[config.mk]
export PLATFORM = sky130hd
export DESIGN_NAME = vga_pixel_fifo
export DESIGN_NICKNAME = d
export VERILOG_FILES = /design/src/rtl/vga_pkg.sv /design/src/rtl/vga_fifo_mem.sv /design/src/rtl/vga_pixel_fifo.sv
export SDC_FILE = /design/constraint.sdc
export NUM_CORES = 1
export LEC_CHECK = 0
export BUFFER_PORTS_ARGS = -buffer_cell sky130_fd_sc_hd__buf_2
export CORE_ASPECT_RATIO = 0.5
export CORE_MARGIN = 1
export CORE_UTILIZATION = 35
export CTS_BUF_LIST = sky130_fd_sc_hd__clkbuf_2 sky130_fd_sc_hd__clkbuf_4 sky130_fd_sc_hd__clkbuf_8
export DETAILED_ROUTE_END_ITERATION = 8
export HOLD_SLACK_MARGIN = 0.02
export PLACE_DENSITY_LB_ADDON = 0.15
export SLEW_MARGIN = 20
export SYNTH_ARGS = -nofsm -noshare
export SYNTH_HDL_FRONTEND = slang
export SYNTH_SLANG_ARGS = --single-unit
[constraint.sdc]
create_clock -name clk -period 2.77 [get_ports clk]
set_input_delay 0.1385 -clock clk [delete_from_list [all_inputs] [get_ports clk]]
set_output_delay 0.1385 -clock clk [all_outputs]
set_load 0.1 [all_outputs]
[src/rtl/vga_pkg.sv]
// Shared definitions for the VGA pixel path: colour depth, register map
// and bit positions of the STATUS and CONTROL registers.
package vga_pkg;

    localparam int VGA_COLOR_DEPTH = 4;
    localparam int VGA_PW          = 3 * VGA_COLOR_DEPTH;

    // Avalon register word addresses
    typedef enum logic [1:0] {
        REG_DATA    = 2'd0,
        REG_STATUS  = 2'd1,
        REG_CONTROL = 2'd2,
        REG_RSVD    = 2'd3
    } vga_reg_e;

    // STATUS register bit positions (level occupies the low AW+1 bits)
    localparam int STAT_EMPTY_BIT = 8;
    localparam int STAT_FULL_BIT  = 9;
    localparam int STAT_UF_BIT    = 10;

    // CONTROL register bit positions
    localparam int CTRL_EN_BIT     = 0;
    localparam int CTRL_CLR_UF_BIT = 1;
    localparam int CTRL_FLUSH_BIT  = 2;

endpackage

[src/rtl/vga_fifo_mem.sv]
// Pixel storage: DEPTH x PW array with one write port and one registered
// read port. The read register doubles as the pixel output register, so it
// also supports a synchronous clear and otherwise holds its value.
module vga_fifo_mem #(
    parameter int PW    = 12,
    parameter int DEPTH = 16,
    parameter int AW    = 4
) (
    input  logic          clk,
    input  logic          reset,
    input  logic          wr_en_i,
    input  logic [AW-1:0] wr_addr_i,
    input  logic [PW-1:0] wr_data_i,
    input  logic          rd_en_i,
    input  logic          rd_clr_i,
    input  logic [AW-1:0] rd_addr_i,
    output logic [PW-1:0] rd_data_o
);

    logic [PW-1:0] mem [DEPTH];
    logic [PW-1:0] rdData_q;

    // Array write; contents are never reset because the pointers define validity
    always_ff @(posedge clk) begin
        if (wr_en_i) begin
            mem[wr_addr_i] <= wr_data_i;
        end
    end

    // Registered read: load on a pop, zero on a refused request, else hold
    always_ff @(posedge clk or posedge reset) begin
        if (reset) begin
            rdData_q <= '0;
        end else if (rd_en_i) begin
            rdData_q <= mem[rd_addr_i];
        end else if (rd_clr_i) begin
            rdData_q <= '0;
        end
    end

    assign rd_data_o = rdData_q;

endmodule

[src/rtl/vga_pixel_fifo.sv]
// Avalon-MM slave pixel FIFO feeding the VGA timing core. The bus pushes
// packed {b,g,r} pixels, the VGA core pops one per active-video clock, and
// a sticky flag records any request that found the FIFO empty.
module vga_pixel_fifo
    import vga_pkg::*;
#(
    parameter int COLOR_DEPTH = VGA_COLOR_DEPTH,
    parameter int DEPTH       = 16,
    parameter int AW          = 4
) (
    input  logic                     clk,
    input  logic                     reset,
    input  logic [1:0]               avs_address,
    input  logic                     avs_write,
    input  logic [31:0]              avs_writedata,
    input  logic                     avs_read,
    output logic [31:0]              avs_readdata,
    output logic                     avs_waitrequest,
    input  logic                     pix_req,
    output logic [3*COLOR_DEPTH-1:0] pixel,
    output logic                     pixel_valid,
    output logic                     underflow
);

    localparam int PW    = 3 * COLOR_DEPTH;
    localparam int LVL_W = AW + 1;

    logic [AW-1:0]    wrPtr_q, wrPtr_d;
    logic [AW-1:0]    rdPtr_q, rdPtr_d;
    logic [LVL_W-1:0] level_q, level_d;
    logic             en_q, en_d;
    logic             uflow_q, uflow_d;
    logic             pixelValid_q, pixelValid_d;
    logic [31:0]      readData_q, readData_d;

    logic        full, empty, ctrlWr, flush, push, pop, uflowEvent, pixClr;
    logic [31:0] statusWord;
    logic        unused_wd;

    // Upper write-data bits carry nothing for either writable register
    assign unused_wd = ^avs_writedata[31:PW];

    // Bus decode and push/pop qualification; a flush overrides both
    always_comb begin
        full            = (level_q == LVL_W'(DEPTH));
        empty           = (level_q == '0);
        ctrlWr          = avs_write & (avs_address == REG_CONTROL);
        flush           = ctrlWr & avs_writedata[CTRL_FLUSH_BIT];
        avs_waitrequest = avs_write & (avs_address == REG_DATA) & full;
        push            = avs_write & (avs_address == REG_DATA) & ~full & ~flush;
        pop             = pix_req & en_q & ~empty & ~flush;
        uflowEvent      = pix_req & en_q & empty & ~flush;
        pixClr          = pix_req & ~pop & ~flush;
        statusWord                 = '0;
        statusWord[LVL_W-1:0]      = level_q;
        statusWord[STAT_EMPTY_BIT] = empty;
        statusWord[STAT_FULL_BIT]  = full;
        statusWord[STAT_UF_BIT]    = uflow_q;
    end

    // Next-state for pointers, level, control, sticky flag and read data
    always_comb begin
        wrPtr_d      = wrPtr_q;
        rdPtr_d      = rdPtr_q;
        level_d      = level_q;
        en_d         = en_q;
        uflow_d      = uflow_q;
        pixelValid_d = pop;
        readData_d   = readData_q;

        if (flush) begin
            wrPtr_d = '0;
            rdPtr_d = '0;
            level_d = '0;
        end else begin
            if (push) begin
                wrPtr_d = wrPtr_q + 1'b1;
            end
            if (pop) begin
                rdPtr_d = rdPtr_q + 1'b1;
            end
            if (push && !pop) begin
                level_d = level_q + 1'b1;
            end else if (pop && !push) begin
                level_d = level_q - 1'b1;
            end
        end

        if (ctrlWr) begin
            en_d = avs_writedata[CTRL_EN_BIT];
        end

        if (uflowEvent) begin
            uflow_d = 1'b1;
        end else if (ctrlWr && avs_writedata[CTRL_CLR_UF_BIT]) begin
            uflow_d = 1'b0;
        end

        if (avs_read) begin
            case (avs_address)
                REG_STATUS:  readData_d = statusWord;
                REG_CONTROL: readData_d = {31'b0, en_q};
                default:     readData_d = '0;
            endcase
        end
    end

    // State registers, cleared asynchronously so reset drops all contents
    always_ff @(posedge clk or posedge reset) begin
        if (reset) begin
            wrPtr_q      <= '0;
            rdPtr_q      <= '0;
            level_q      <= '0;
            en_q         <= 1'b0;
            uflow_q      <= 1'b0;
            pixelValid_q <= 1'b0;
            readData_q   <= '0;
        end else begin
            wrPtr_q      <= wrPtr_d;
            rdPtr_q      <= rdPtr_d;
            level_q      <= level_d;
            en_q         <= en_d;
            uflow_q      <= uflow_d;
            pixelValid_q <= pixelValid_d;
            readData_q   <= readData_d;
        end
    end

    vga_fifo_mem #(
        .PW    (PW),
        .DEPTH (DEPTH),
        .AW    (AW)
    ) u_mem (
        .clk       (clk),
        .reset     (reset),
        .wr_en_i   (push),
        .wr_addr_i (wrPtr_q),
        .wr_data_i (avs_writedata[PW-1:0]),
        .rd_en_i   (pop),
        .rd_clr_i  (pixClr),
        .rd_addr_i (rdPtr_q),
        .rd_data_o (pixel)
    );

    assign pixel_valid  = pixelValid_q;
    assign underflow    = uflow_q;
    assign avs_readdata = readData_q;

endmodule

# Word-level counts from Yosys, hierarchy flattened
# Memories as Yosys holds them, arrays and structs flattened.
# Cells that the tools add are included.
# W data, S select, Z words.
# word_totals
mem_bits_rw	192
n_memories	1
register_bits	60
# mem_list
memory	depth	word_bits	rd	rd_ports_with_merged_regs	wr	line	text
u_mem.mem	16	12	1	0	1	vga_fifo_mem.sv:20	logic [PW-1:0] mem [DEPTH];
# op_classes
reduce_logical	12
bitwise	17
muxes	14
n_addsub	4
n_eq_ne	3
# ops
operator	count
$mux W12	2
$pmux W11 S2	1
$mux W4	4
$mux W5	3
$and A1 B1 Y1	13
$add A4 B1 Y4 const B	2
$reduce_bool A2 Y1	4
$add A5 B1 Y5 const B	1
$eq A5 B5 Y1 const B	1
$logic_not A5 Y1	1
$sub A5 B1 Y5 const B	1
$mux W1	4
$not A1 Y1	4
$logic_and A1 B1 Y1	3
$reduce_bool A3 Y1	1
$eq A2 B1 Y1 const B	1
$eq A2 B2 Y1 const B	1
$logic_not A1 Y1	2
$logic_not A2 Y1	1

# Logic depth before layout (Yosys ltp)
# depth
depth_word	10
mapped_depth	13
ltp_nobuf	12

# Hierarchy
# A second synthesis with hierarchy kept.
# hier_totals
hier_cells	635
area_unflattened_um2	9572.9
# modules_own_cells
module	instances	seq_area_each_um2	area_each_um2	cells_per_inst
vga_fifo_mem	1	6065.8	7987.7	466
vga_pixel_fifo	1	600.6	1585.3	169

# Worst setup path after synthesis
# Ideal clock, no wire load.
# synth_timing
path_kind	flip-flop to flip-flop
startpoint	reg level_q[0]
endpoint	reg level_q[4]
stages_incl_launch_ff	11
n_path_buf	0
setup_time_ns	0.122
path_slack_ns	-0.072
t_arrival_ns	2.721
cell_sequence	dfrtp_1 > nor4_4 > a211oi_2 > or3_1 > fa_1 > a21o_1 > a21oi_1 > nor3_1 > o21ai_1 > o31ai_1 > a32o_1
# synth_via
elab_chain_cells	8
elab_cells_between_ends	18
cone_classes	add/sub (2); eq/ne (1); mux (3); bitwise (6); reduce/logical (6)
# synth_lines
item	line	text
start, declared	vga_pixel_fifo.sv:30	logic [LVL_W-1:0] level_q, level_d;
start signal, assigned	vga_pixel_fifo.sv:121	level_q <= level_d;
branches (longest 8 deep; another with $sub A5 B1 Y5)	-	
# Several ways; the timed one is not identified. The select of a mux whose other input is x is not followed.
# A chain may end at the register's enable or synchronous reset.

# Worst setup path in the final report
# layout_timing
startpoint	reg level_q[3]
endpoint	reg level_q[4]
# The elaborated chain is that of the path after synthesis.

==> metrics.sh <==
HOLD-WORST-SLACK_PS=89.4
ROWS=42
VDD_DROP_MAX_uV=482
GRT_ANTENNA_BEFORE_REPAIR=0
CLKLATENCYLATEPIN_PS=540
GRT_START_MAX_NET_PINS=39
DRTITER0DRC=336
LAYOUT.CELLS.MOST_COMMON='edfxtp_1'
SYN_TO_FINAL_GROWTH_PCT=16.7
FINAL_NET_COUNT=681
WORST-ENDPOINT-ARRIVAL_PS=3030
DIEHEIGHT_UM=119
LAYOUT.AREA.SEQ_UM2=6670
TIMING.FINAL.MAX_SLEW_VIOLATIONS=0
WORSTMARGINPINSLEW_PS=1020
INITIAL_CORE_UTIL=0.359
PLACE.GP.CONGESTION=0.737
PORT-BUFFER-COUNT=41
YOSYSUNIQUECELLTYPES=47
TRITONCTS.NUM_BUFFERS=36
YOSYS_REGISTER_BITS=228
DIODE_COUNT=0
FLOORPLAN.CORE_AREA_UM2=26600
POWER-PER-CELL-AREA_nW_PER_UM2=967
RSZ0062_AT_GRT='false'
FMAX_GHz=0.383
AVGROUTEDWIREPERCELL_UM=20.8
CRIT_REQUIRED_PS=3190
CRITPATHLAUNCHTYPE='flip-flop'
CRITICAL_PATH_CLASS='reg -> reg'
SETUP.WORST_PATH.END_CLASS='flip-flop'
TOTALNEGATIVESETUPSLACK_PS=0
CRIT_FANOUT=5
TIMING.SLEW.HEADROOM=0.318
MAX_STAGE_DELAY_PS=410
CLOCK_TREE.HTREE_LEVEL_COUNT=2
DP_HPWL_MM=13.0
FINAL.PERIOD_UTILIZATION=0.943
SETUP_VIOLATIONS=0
UTILIZATION=0.419
POST_SYN_AREA_PER_CELL_UM2=18.6
GRT_PASS1_WL_MM=31.8
PERIOD_MINUS_SLACK_PS=2610
DRV_CAP=0
DETAIL_ROUTE.DRC_VIOLATIONS=0
SYNTH_WARNINGS=0
DIEAREA_UM2=28000
GRT_OVERFLOW=0
CRITPATHSLOWESTCELL='dfrtp_1'
CLOCK_TREE.BUFFER_DEPTH=3
CLOCK_TREE_SKEW_AFTER_FINAL_LAYOUT_PS=21.6
DETAILROUTE.VIA_COUNT=4863
ROUTE.FINAL.WIRE_LENGTH_MM=20.9
CLOCK_SINKS=228
POST_CTS_BUFFERS=0
GLOBALROUTETOTALUTIL=0.156
AREA_TAKEN_BY_MULTI_INPUT_LOGIC_GATES_UM2=2500
CP_TOP_FAMILY='compound AO/OA/AOI/OAI gates'
SYNTH.YOSYS.SEQ_AREA_SHARE=0.699
CLOCK-ROOT-BUFFER='clkbuf_8'
POST_ROUTE_CELLS_DRIVE_ABOVE_1_SHARE=0.308
TOP_LEVEL_PORTS=86
STDCELL_COUNT=1008
STATUS='finished, final reports clean'
LAYOUT_COMMON_CELLS='192 x edfxtp_1, 42 x buf_4, 41 x buf_2, 38 x mux4_2, 38 x clkbuf_8'
MAPPEDNETLISTAREA_UM2=9540
DIEWIDTH_UM=236
FINAL.FILL_COUNT=2432
FIRSTDRTPASSITERS=4
DETAIL_ROUTE.VIAS_PER_CELL=4.82
FIRST_GLOBAL_VIAS=5044
HOLD_VIOLATIONS=0
ROUTE.ANTENNA.REMAINING_NETS=0
SYN_INST=513
TRITONCTS='done'
PLACEDCELLCOUNT=928
HOLDCRITPATHCLASS='in -> reg'
CLKSLEWWORSTSETUPHOLDPATHS_PS=60
TIMING.CRITICAL_PATH.CELLS='nor4_4, a211oi_4, or3_4, fa_2, a21o_1, a21oi_2, nor3_1, o21ai_1, o31ai_1, a32o_1'
NUMBER_OF_BUFFER_AND_INVERTER_STAGES_ON_THE_CRITICAL_PATH=0
STATIC-LEAKAGE-POWER_nW=4.01
-- layout make-up --
| type | instances | area share |
|---|---|---|
| sequential | 228 | 0.599 |
| multi-input combinational | 245 | 0.224 |
| timing repair buffer | 103 | 0.0692 |
| clock buffer | 53 | 0.0571 |
| tap | 352 | 0.0396 |
| clock inverter | 12 | 0.00562 |
| inverter | 15 | 0.00506 |
-- report_power, final --
| group | total (mW) | leakage, nW | internal (mW) | switching, mW |
|---|---|---|---|---|
| clock network | 2.79 | 0.371 | 1.48 | 1.31 |
| registers | 4.27 | 2.19 | 3.98 | 0.289 |
| logic | 3.71 | 1.45 | 1.43 | 2.28 |
| total | 10.8 | 4.01 | 6.89 | 3.88 |
-- path summary, 6_finish.rpt --
kind	startpoint	endpoint	slack (ps)	cells after the start
setup / recovery	level_q[3]	level_q[4]	160	10
hold / removal	avs_writedata[2]	u_mem.mem[0][2]	90	2
setup reg to reg	level_q[3]	level_q[4]	160	10
hold reg to reg	u_mem.rd_data_o[5]	u_mem.rd_data_o[5]	500	1
max in group asynchronous	reset	rdPtr_q[0]	2070	4
min in group asynchronous	reset	avs_readdata[3]	270	4
-- logic make-up (layout without fill, tap and decap cells) --
family | after synthesis | in the layout | share of synthesized area
xor+xnor | 10 | 10 | 0.0111
other cells | 1 | 24 | 0.000393
flops | 228 | 228 | 0.699
compound gates | 58 | 58 | 0.0452
simple gates | 76 | 76 | 0.0420
buf+inv | 63 | 183 | 0.0507
fa+ha+maj | 13 | 13 | 0.0178
mux | 64 | 64 | 0.134
-- registers in the layout (all words and copies together) (netlist names), 4 cells and up --
signal           count
avs_readdata         8
level_q              5
rdPtr_q              4
u_mem.mem          192
u_mem.rd_data_o     12
wrPtr_q              4
-- stage by stage --
stage                     total power, mW  area [µm²]  worst slack (ps)
final                                10.8       11100               159
after global routing                 11.3       11100              32.7
after CTS                            10.9       11100              42.9
after detailed placement             8.08       10300             -8.60
after global placement               8.06       10300              30.3
after floorplan                      7.28        9640             0.431
-- layer usage --
metal / track usage / vias up / part of all wire
met5: 0 / - / 0
met4: 0.0511 / 0 / 0.021
met3: 0.0322 / 39 / 0.040
met2: 0.244 / 89 / 0.46
met1: 0.218 / 2525 / 0.48
li1: - / 2210 / -
-- Yosys cell counts, drive strengths merged --
master           n  area [µm²]
and3             6        37.5
nand3            5        25.0
mux2i           15         150
edfxtp         192        5770
xor2             5        43.8
mux2             1        11.3
clkbuf           8        80.1
mux4            48        1120
xnor2            5        62.6
buf             38         329
ha              12         150
nand2           18        67.6
o21ai            1        5.00
dfrtp           36         901
clkdlybuf4s25    1        10.0
a21oi           17        88.8
dlygate4sd1      1        8.76
o31ai            1        7.51
o32ai            1        8.76
fa               1        20.0
a22o            12         105
nor3             2        10.0
a211oi          14         130
o41ai            1        8.76
a22oi            1        7.51
or3              1        6.26
a32o             1        10.0
inv             15        56.3
nand4            2        12.5
or4              1        7.51
conb             1        3.75
o22ai            7        43.8
nor2b           12        75.1
nor2            15        56.3
nor4             2        27.5
and2            12        75.1
a21o             2        16.3
-- what timing repair did --
item / 4_1_cts / 5_1_grt
hold endpoints to repair: 223 / 0
endpoints found under the setup margin: 1 / 1
pin swaps: 1 / 3
hold buffers: 15 / 0
gates resized for setup: 1 / 1
(Power assumes the default switching activity.)
